### src/rtl/board_writer.sv
// Tic-tac-toe board keeper: accepts one move per turn, rejects bad moves,
// then spends one CHECK cycle scoring the updated board for a win or draw.
module board_writer #(
  parameter bit FIRST_PLAYER = 1'b0
) (
  input  logic        i_clk,
  input  logic        i_rst,
  input  logic        i_new_game,
  input  logic        i_move_valid,
  input  logic [3:0]  i_move_cell,
  output logic        o_move_ready,
  output logic [17:0] o_board,
  output logic        o_turn,
  output logic        o_illegal,
  output logic [1:0]  o_winner,
  output logic        o_draw,
  output logic        o_game_over
);

  typedef enum logic [1:0] {
    S_PLAY  = 2'd0,
    S_CHECK = 2'd1,
    S_OVER  = 2'd2
  } state_t;

  state_t          r_state;
  state_t          w_state_next;
  logic [8:0][1:0] r_cells;
  logic            r_turn;
  logic            r_illegal;
  logic [1:0]      r_winner;
  logic            r_draw;

  logic            w_offer;
  logic            w_target_empty;
  logic            w_accept;
  logic            w_reject;
  logic [8:0]      w_cell_we;
  logic [7:0][1:0] w_lines;
  logic [1:0]      w_line_winner;
  logic            w_full;

  function automatic logic [1:0] line_owner(input logic [1:0] a,
                                            input logic [1:0] b,
                                            input logic [1:0] c);
    return (a != 2'b00 && a == b && b == c) ? a : 2'b00;
  endfunction

  // An out-of-range cell never matches any k, so it reads as occupied.
  always_comb begin
    // NOTE: every combinational output is given a default before any branch,
    // so no path through the block can infer a latch.
    w_target_empty = 1'b0;
    w_cell_we      = '0;
    for (int k = 0; k < 9; k++) begin
      if (i_move_cell == 4'(k)) w_target_empty = (r_cells[k] == 2'b00);
    end
    w_offer  = i_move_valid && (r_state == S_PLAY);
    w_accept = w_offer && w_target_empty;
    w_reject = w_offer && !w_target_empty;
    for (int k = 0; k < 9; k++) begin
      w_cell_we[k] = w_accept && (i_move_cell == 4'(k));
    end
  end

  always_comb begin
    w_lines[0] = line_owner(r_cells[0], r_cells[1], r_cells[2]);
    w_lines[1] = line_owner(r_cells[3], r_cells[4], r_cells[5]);
    w_lines[2] = line_owner(r_cells[6], r_cells[7], r_cells[8]);
    w_lines[3] = line_owner(r_cells[0], r_cells[3], r_cells[6]);
    w_lines[4] = line_owner(r_cells[1], r_cells[4], r_cells[7]);
    w_lines[5] = line_owner(r_cells[2], r_cells[5], r_cells[8]);
    w_lines[6] = line_owner(r_cells[0], r_cells[4], r_cells[8]);
    w_lines[7] = line_owner(r_cells[2], r_cells[4], r_cells[6]);
    w_line_winner = 2'b00;
    w_full        = 1'b1;
    for (int l = 0; l < 8; l++) begin
      if (w_line_winner == 2'b00) w_line_winner = w_lines[l];
    end
    for (int k = 0; k < 9; k++) begin
      if (r_cells[k] == 2'b00) w_full = 1'b0;
    end
  end

  always_comb begin
    w_state_next = r_state;
    unique case (r_state)
      S_PLAY:  if (w_accept) w_state_next = S_CHECK;
      S_CHECK: w_state_next = (w_line_winner != 2'b00 || w_full) ? S_OVER : S_PLAY;
      S_OVER:  w_state_next = S_OVER;
      default: w_state_next = S_PLAY;
    endcase
  end

  // new_game clears exactly what rst clears, so the two share one branch.
  always_ff @(posedge i_clk) begin
    if (i_rst || i_new_game) begin
      // NOTE: the cell array is reset explicitly because the board must read
      // all-empty on the first cycle after reset; it is not scratch storage.
      r_cells   <= '0;
      r_state   <= S_PLAY;
      r_turn    <= FIRST_PLAYER;
      r_illegal <= 1'b0;
      r_winner  <= 2'b00;
      r_draw    <= 1'b0;
    end else begin
      r_state   <= w_state_next;
      r_illegal <= w_reject;
      for (int k = 0; k < 9; k++) begin
        if (w_cell_we[k]) r_cells[k] <= {r_turn, ~r_turn};
      end
      if (w_accept) r_turn <= ~r_turn;
      if (r_state == S_CHECK) begin
        r_winner <= w_line_winner;
        r_draw   <= (w_line_winner == 2'b00) && w_full;
      end
    end
  end

  assign o_move_ready = (r_state == S_PLAY);
  assign o_board      = r_cells;
  assign o_turn       = r_turn;
  assign o_illegal    = r_illegal;
  assign o_winner     = r_winner;
  assign o_draw       = r_draw;
  assign o_game_over  = (r_winner != 2'b00) || r_draw;

endmodule

### config.mk
export PLATFORM = sky130hd
export DESIGN_NAME = board_writer
export DESIGN_NICKNAME = d
export VERILOG_FILES = /design/src/rtl/board_writer.sv
export SDC_FILE = /design/constraint.sdc
export NUM_CORES = 1
export LEC_CHECK = 0
export ABC_AREA = 1
export ABC_CLOCK_PERIOD_IN_PS = 2500
export CAP_MARGIN = 20
export CORE_ASPECT_RATIO = 0.9
export CORE_MARGIN = 10
export CORE_UTILIZATION = 32
export DETAILED_ROUTE_END_ITERATION = 6
export MAX_ROUTING_LAYER = met4
export SLEW_MARGIN = 5
export SYNTH_ARGS = -nofsm -noshare
export SYNTH_HDL_FRONTEND = slang
export SYNTH_SLANG_ARGS = --single-unit
### constraint.sdc
create_clock -name i_clk -period 2.5 [get_ports i_clk]
set_input_delay 0.375 -clock i_clk [delete_from_list [all_inputs] [get_ports i_clk]]
set_output_delay 0.375 -clock i_clk [all_outputs]
set_load 0.02 [all_outputs]
==> flow_summary.yaml, run 1 <==
global_route:
  overflow: 0
  use_met1: 0.1710
  met3_usage: 0.02625
  grt_antenna_before_repair: 0
  grt_pass1_vias: 1819
  grt_pass1_wl_um: 8694
  grt_use_met2: 0.2004
  top_usage_layer: "met2"
  grt_start_max_net_pins: 23
  track_usage: 0.1302
layout:
  nNetsFinal: 320
  final_cell_mix: "nand2_1, nor2_1, clkdlybuf4s50_1, inv_1, a21oi_1"
  antenna_cells: 0
  stdcell_count: 376
  final_common_cell: "nand2_1"
  syn_to_final_growth_pct: 31.13
  drive_gt1_frac: 0.1286
timing:
  period_minus_slack_ns: 2.105
  grt_setup_unrepaired: "false"
  finalSetupViolCount: 0
  max_freq_mhz: 475.2
  fin_setup_tns_ns: 0
  hold_violations: 0
  timing.final.ws_setup_ns: 0.3954
  relSlewSlack: 0.6304
  tightest_slew_ns: 0.5467
  skew_ns: 0.01264
  finalMaxSlewViolations: 0
  period_share: 0.8418
logic_synthesis:
  synth_area_per_cell_um2: 6.163
  ys_types: 27
  synth_top_area_share: 0.3008
  yosys-top-cells-area: "dfxtp_1, nand2_1, a21oi_1, nand3_1, nand4_1"
  synth_nets: 278
  yosysTopAreaCell: "dfxtp_1"
  yosysSeqAreaShare: 0.3008
  postSynthCellCount: 270
  synth_area_um2: 1664
  yosysWarningCount: 0
  ys_ff_latch: 25
critical_path:
  r2r_setup_slack_ns: 0.41
  startpoint: "i_move_cell[1]"
  crit_end: "o_turn$_SDFFE_PP0P_"
  path_class: "input port to flop"
  reg2reg_depth: 18
  crit_path_max_fanout: 7
  worstPathArrival_ns: 2.32
  critPathLaunchType: "input port"
  end_kind: "flop"
  r2r-start: "o_board[4]$_SDFFE_PP0P_"
  critPathRequiredTime_ns: 2.72
  r2r-end: "o_draw$_SDFFE_PP0P_"
pwr:
  p_comb_frac: 0.133
  power.density_nw_per_um2: 347.8
  p_leak_nw: 0.8006
  p_clk_frac: 0.334
  p_switching_mw: 0.2002
  pwr-share-seq: 0.532
  internal_power_mw: 0.5588
  vdd_drop_max_uv: 254.8
  p_sw_frac: 0.2638
die:
  die-area_um2: 8489
  die_x_um: 96.02
  die_h_um: 88.41
  ios: 33
  core-area_um2: 4925
  num_rows: 24
  start_util: 0.3379
cts:
  cts_tree: "done"
  cts_sinks: 25
  post_cts_resized: 0
  cts.clk_slew.worst_paths_ns: 0.10
  cts_made_buffers: 3
  cts.htree.levels: 1
  clkLatencyLatePin_ns: 0.28
  cts_buffer_depth: 2
  cts_root_buf: "clkbuf_8"
  ctsHoldBuffers: 0
  post-cts-setup-buffers: 0
detailed_routing:
  viasPerCell: 5.186
  drt_drc_violations_left: 0
  drtPass1Iterations: 5
  wl_per_cell_um: 14.16
  ant_nets: 0
  via_count: 1950
  routed_wl_um: 5323
  drt_iter0_drc: 185
place:
  portBuffers: 32
  dp_slack_ns: 0.1598
  finalWeightedCongestion: 0.9650
  dp.cells: 372
  place.detailed.hpwl_um: 4267
status:
  outcome: "finished, final reports clean"
hold_path:
  min-delay-path-class: "flop to flop"
  hold_start: "o_draw$_SDFFE_PP0P_"
job:
  drv_cap: 0
## area by class of cell
| cell class | count | area (µm²) |
|---|---|---|
| Fill cell | 542 | 2743 |
| Multi-Input combinational cell | 195 | 978.4 |
| Sequential cell | 25 | 500.5 |
| Timing Repair Buffer | 44 | 410.4 |
| Inverter | 43 | 161.4 |
| Tap cell | 65 | 81.33 |
| Clock buffer | 3 | 41.29 |
| Clock inverter | 1 | 8.758 |
## logic make-up after synthesis
kind of cell	count (synthesis)	synth area share
DFF	25	0.3008
AOI/OAI and AO/OA	47	0.1587
buffers and inverters	50	0.1143
and+or+nand+nor	148	0.4263
## power groups by stage
stage / registers (mW) / logic (mW) / clock network (mW)
3_5_place_dp: 0.413 / 0.0996 / 0
5_1_grt: 0.405 / 0.112 / 0.275
4_1_cts: 0.404 / 0.100 / 0.262
3_3_place_gp: 0.413 / 0.0985 / 0
6_report: 0.404 / 0.101 / 0.254
2_1_floorplan: 0.416 / 0.0533 / 0
## registers in the layout, indices dropped and copies added (netlist names)
name and flops:
r_state 2, o_draw 1, o_turn 1, o_winner 2
o_illegal 1, o_board 18
## synthesized netlist by cell type
library cell	number
nor2_1	33
nand2_1	41
nor4_1	1
nand2_2	8
nor3b_1	1
nand3b_1	1
nand4_1	20
o21ai_1	2
nand3_1	28
clkbuf_1	5
nor3_1	10
inv_1	31
o21ai_0	7
dfxtp_1	25
clkinv_1	3
a21boi_2	1
and2_1	1
a21oi_2	1
inv_2	9
a21oi_1	29
o21ai_2	1
nand3_2	3
a211oi_1	4
o31ai_1	1
o211ai_1	1
nor4b_1	1
buf_2	2
## worst min-delay path by stage
stage	to	slack, ns	depth (start not counted)
global route	o_draw$_SDFFE_PP0P_	0.53	2
global placement	o_draw$_SDFFE_PP0P_	0.49	2
finish	o_draw$_SDFFE_PP0P_	0.52	2
floorplan	r_state[1]$_SDFFE_PP0P_	0.54	2
CTS	o_draw$_SDFFE_PP0P_	0.51	2
detailed placement	o_draw$_SDFFE_PP0P_	0.49	2
## stage by stage
stage	hold slack, ns	util	power (mW)	instance area (µm²)
6_report	0.5198	0.4431	0.7590	2182
3_5_place_dp	0.4898	0.4329	0.5130	2132
5_1_grt	0.5296	0.4431	0.7911	2182
3_3_place_gp	0.4905	0.4329	0.5119	2132
2_1_floorplan	0.5387	-	0.4696	1664
4_1_cts	0.5116	0.4431	0.7663	2182
## routing by layer
layer | vias up | routed length [µm] | share of wire
li1 | 988 | - | -
met1 | 886 | 2551 | 0.48
met2 | 68 | 2277 | 0.43
met3 | 8 | 447 | 0.084
met4 | 0 | 46 | 0.0086
met5 | - | 0 | 0
## critical path, cell delays in order
cell,delay [ns]
clkdlybuf4s50_1,0.50
inv_1,0.10
nor3_1,0.38
nand2_1,0.09
o21ai_0,0.09
nand4_1,0.09
a21oi_1,0.13
nand2_1,0.13
buf_4,0.19
nand2_1,0.07
nand2_1,0.05
a21oi_1,0.12
Note: power is estimated with default switching activity, not from simulation.
==> run 2, diff against run 1 <==
- ABC_CLOCK_PERIOD_IN_PS: 2500 -> 2110
- clock period: 2.5 -> 2.11 ns (I/O delays scaled with it)
==> run 2 against run 1 <==
  * Worst setup slack got worse by 0.23 ns
  * Critical endpoint is now o_draw$_SDFFE_PP0P_
  * Wire length rose by 10%
  * Highest routed layer unchanged
  * Largest power group unchanged
  * Critical path type is now flop to flop
  * Count of clock-buffer cells in the layout rose by 1
  * Clock skew fell by 0.010 ns
==> flow_summary.yaml, run 2 (synthesis gave the netlist of run 1 again) <==
layout:
  antenna_cells: 0
  nNetsFinal: 344
  drive_gt1_frac: 0.3045
  seq_area_um2: 535.5
  multi_input_area_um2: 1082
  stdcell_count: 400
  syn_to_final_growth_pct: 51.13
  final_common_cell: "nand2_1"
  final_cell_mix: "nand2_1, buf_4, clkdlybuf4s50_1, nor2_1, a21oi_1"
  largest_reg_flops: 18
  fillers: 508
global_route:
  grt_pass1_wl_um: 9218
  track_usage: 0.1374
  grt_start_max_net_pins: 22
  overflow: 0
  grt_pass1_vias: 1940
  grt_antenna_before_repair: 0
critical_path:
  crit_path_max_fanout: 5
  critPathSlowestCell: "dfxtp_4"
  cp_common_cell: "inv_2"
  slowest_delay_ns: 0.39
  reg2reg_depth: 19
  end_kind: "flop"
  critPathLaunchType: "flop"
  critPathRequiredTime_ns: 2.32
  worstPathArrival_ns: 2.16
  path_class: "flop to flop"
  timing.critical_path.cells: "inv_2 -> nand2_4 -> nand2_4 -> nand3b_1 -> a21boi_2 -> nand2_1 -> inv_2 -> nand2_1 -> inv_2 -> nand2_1 -> inv_2 -> nand2_1 -> inv_2 -> nand2_2 -> inv_2 -> nand2_2 -> nor2_1 -> nand2_1 -> a21oi_2"
cts:
  cts.clk_slew.worst_paths_ns: 0.09
  cts.htree.levels: 1
  cts_root_buf: "clkbuf_8"
  cts_sinks: 25
  cts_buffer_depth: 2
  cts_made_buffers: 3
  cts_tree: "done"
  clkLatencyLatePin_ns: 0.27
detailed_routing:
  ant_nets: 0
  drtPass1Iterations: 5
  wl_per_cell_um: 14.69
  routed_wl_um: 5876
  via_count: 2064
  drt_drc_violations_left: 0
  viasPerCell: 5.160
  drt_iter0_drc: 151
timing:
  skew_ns: 0.002423
  period_share: 0.9237
  tightest_slew_ns: 0.4117
  relSlewSlack: 0.7217
  period_minus_slack_ns: 1.949
  fin_setup_tns_ns: 0
  finalSetupViolCount: 0
  hold_violations: 0
  finalMaxSlewViolations: 0
  max_freq_mhz: 513.1
die:
  die_h_um: 88.41
  ios: 33
  num_rows: 24
  start_util: 0.3379
  die_x_um: 96.02
  die-area_um2: 8489
  core-area_um2: 4925
hold_path:
  min-delay-path-class: "flop to flop"
  holdPathStages: 2
pwr:
  p_clk_frac: 0.325
  power.density_nw_per_um2: 359.5
  p_comb_frac: 0.156
  vdd_drop_max_uv: 339.3
  power_mw: 0.9041
  pwr-share-seq: 0.520
  p_sw_frac: 0.2631
  p_switching_mw: 0.2379
  internal_power_mw: 0.6662
  p_leak_nw: 0.9440
place:
  portBuffers: 32
  finalWeightedCongestion: 0.9368
  place.detailed.hpwl_um: 4411
  dp.cells: 392
status:
  outcome: "finished, final reports clean"
job:
  drv_cap: 0
==> run 2: cell types whose count changed in the layout (fill, tap and decap cells not counted), moves of 5 or more <==
| cell | change |
|---|---|
| buf_4 | +23 |
| dfxtp_1 | -14 |
| inv_2 | +5 |
| dfxtp_2 | +7 |
| nand3_2 | +9 |
| inv_1 | -6 |
| nand3_1 | -10 |
| dfxtp_4 | +7 |
==> run 2: area by class of cell <==
cell class	instances	area share
Multi-Input combinational cell	195	0.4303
Tap cell	65	0.03234
Timing Repair Buffer	68	0.2398
Sequential cell	25	0.2129
Inverter	43	0.06667
Clock buffer	4	0.01791
==> run 2: critical path: cells and delay by family (launching register included) <==
kind            cells  cell delay [ns]
flops               1             0.39
buf+inv             6             0.34
compound gates      2             0.32
simple gates       11             0.82
==> run 2: worst paths after layout <==
| check | endpoint | from | slack [ns] |
|---|---|---|---|
| setup / recovery | o_draw$_SDFFE_PP0P_ | o_board[0]$_SDFFE_PP0P_ | 0.16 |
| hold / removal | o_draw$_SDFFE_PP0P_ | o_draw$_SDFFE_PP0P_ | 0.51 |
| setup reg to reg | o_draw$_SDFFE_PP0P_ | o_board[0]$_SDFFE_PP0P_ | 0.16 |
| hold reg to reg | o_draw$_SDFFE_PP0P_ | o_draw$_SDFFE_PP0P_ | 0.51 |
==> run 2: repair_timing <==
item | CTS | global route
setup buffers | 0 | 4
hold buffers | 0 | 0
gates resized for setup | 0 | 52
endpoints found under the setup margin | 0 | 4
==> run 2: metrics by stage <==
stage | utilization | hold WS, ns | area, µm² | setup WS, ns
after floorplan | - | 0.4804 | 1664 | 0.1834
after global placement | 0.4660 | 0.4932 | 2295 | -0.01813
after detailed placement | 0.4660 | 0.4972 | 2295 | -0.06978
after CTS | 0.4751 | 0.5150 | 2340 | 0.05062
after global routing | 0.5107 | 0.5471 | 2515 | -0.03258
final | 0.5107 | 0.5111 | 2515 | 0.1609
==> run 2: power by group through the flow <==
| stage | Sequential [mW] | Clock [mW] | Combinational, mW |
|---|---|---|---|
| 2_1_floorplan | 0.493 | 0 | 0.0632 |
| 3_3_place_gp | 0.490 | 0 | 0.136 |
| 3_5_place_dp | 0.490 | 0 | 0.137 |
| 4_1_cts | 0.479 | 0.294 | 0.138 |
| 5_1_grt | 0.471 | 0.316 | 0.155 |
| 6_report | 0.470 | 0.293 | 0.141 |
==> run 2: metal layers <==
layer  up-vias  global-route usage  routed length [µm]
met5         -                   -                   0
met1       935              0.1809                2736
li1       1040                   -                   -
met3         8             0.02625                 436
met4         0             0.02410                  37
met2        81              0.2144                2666
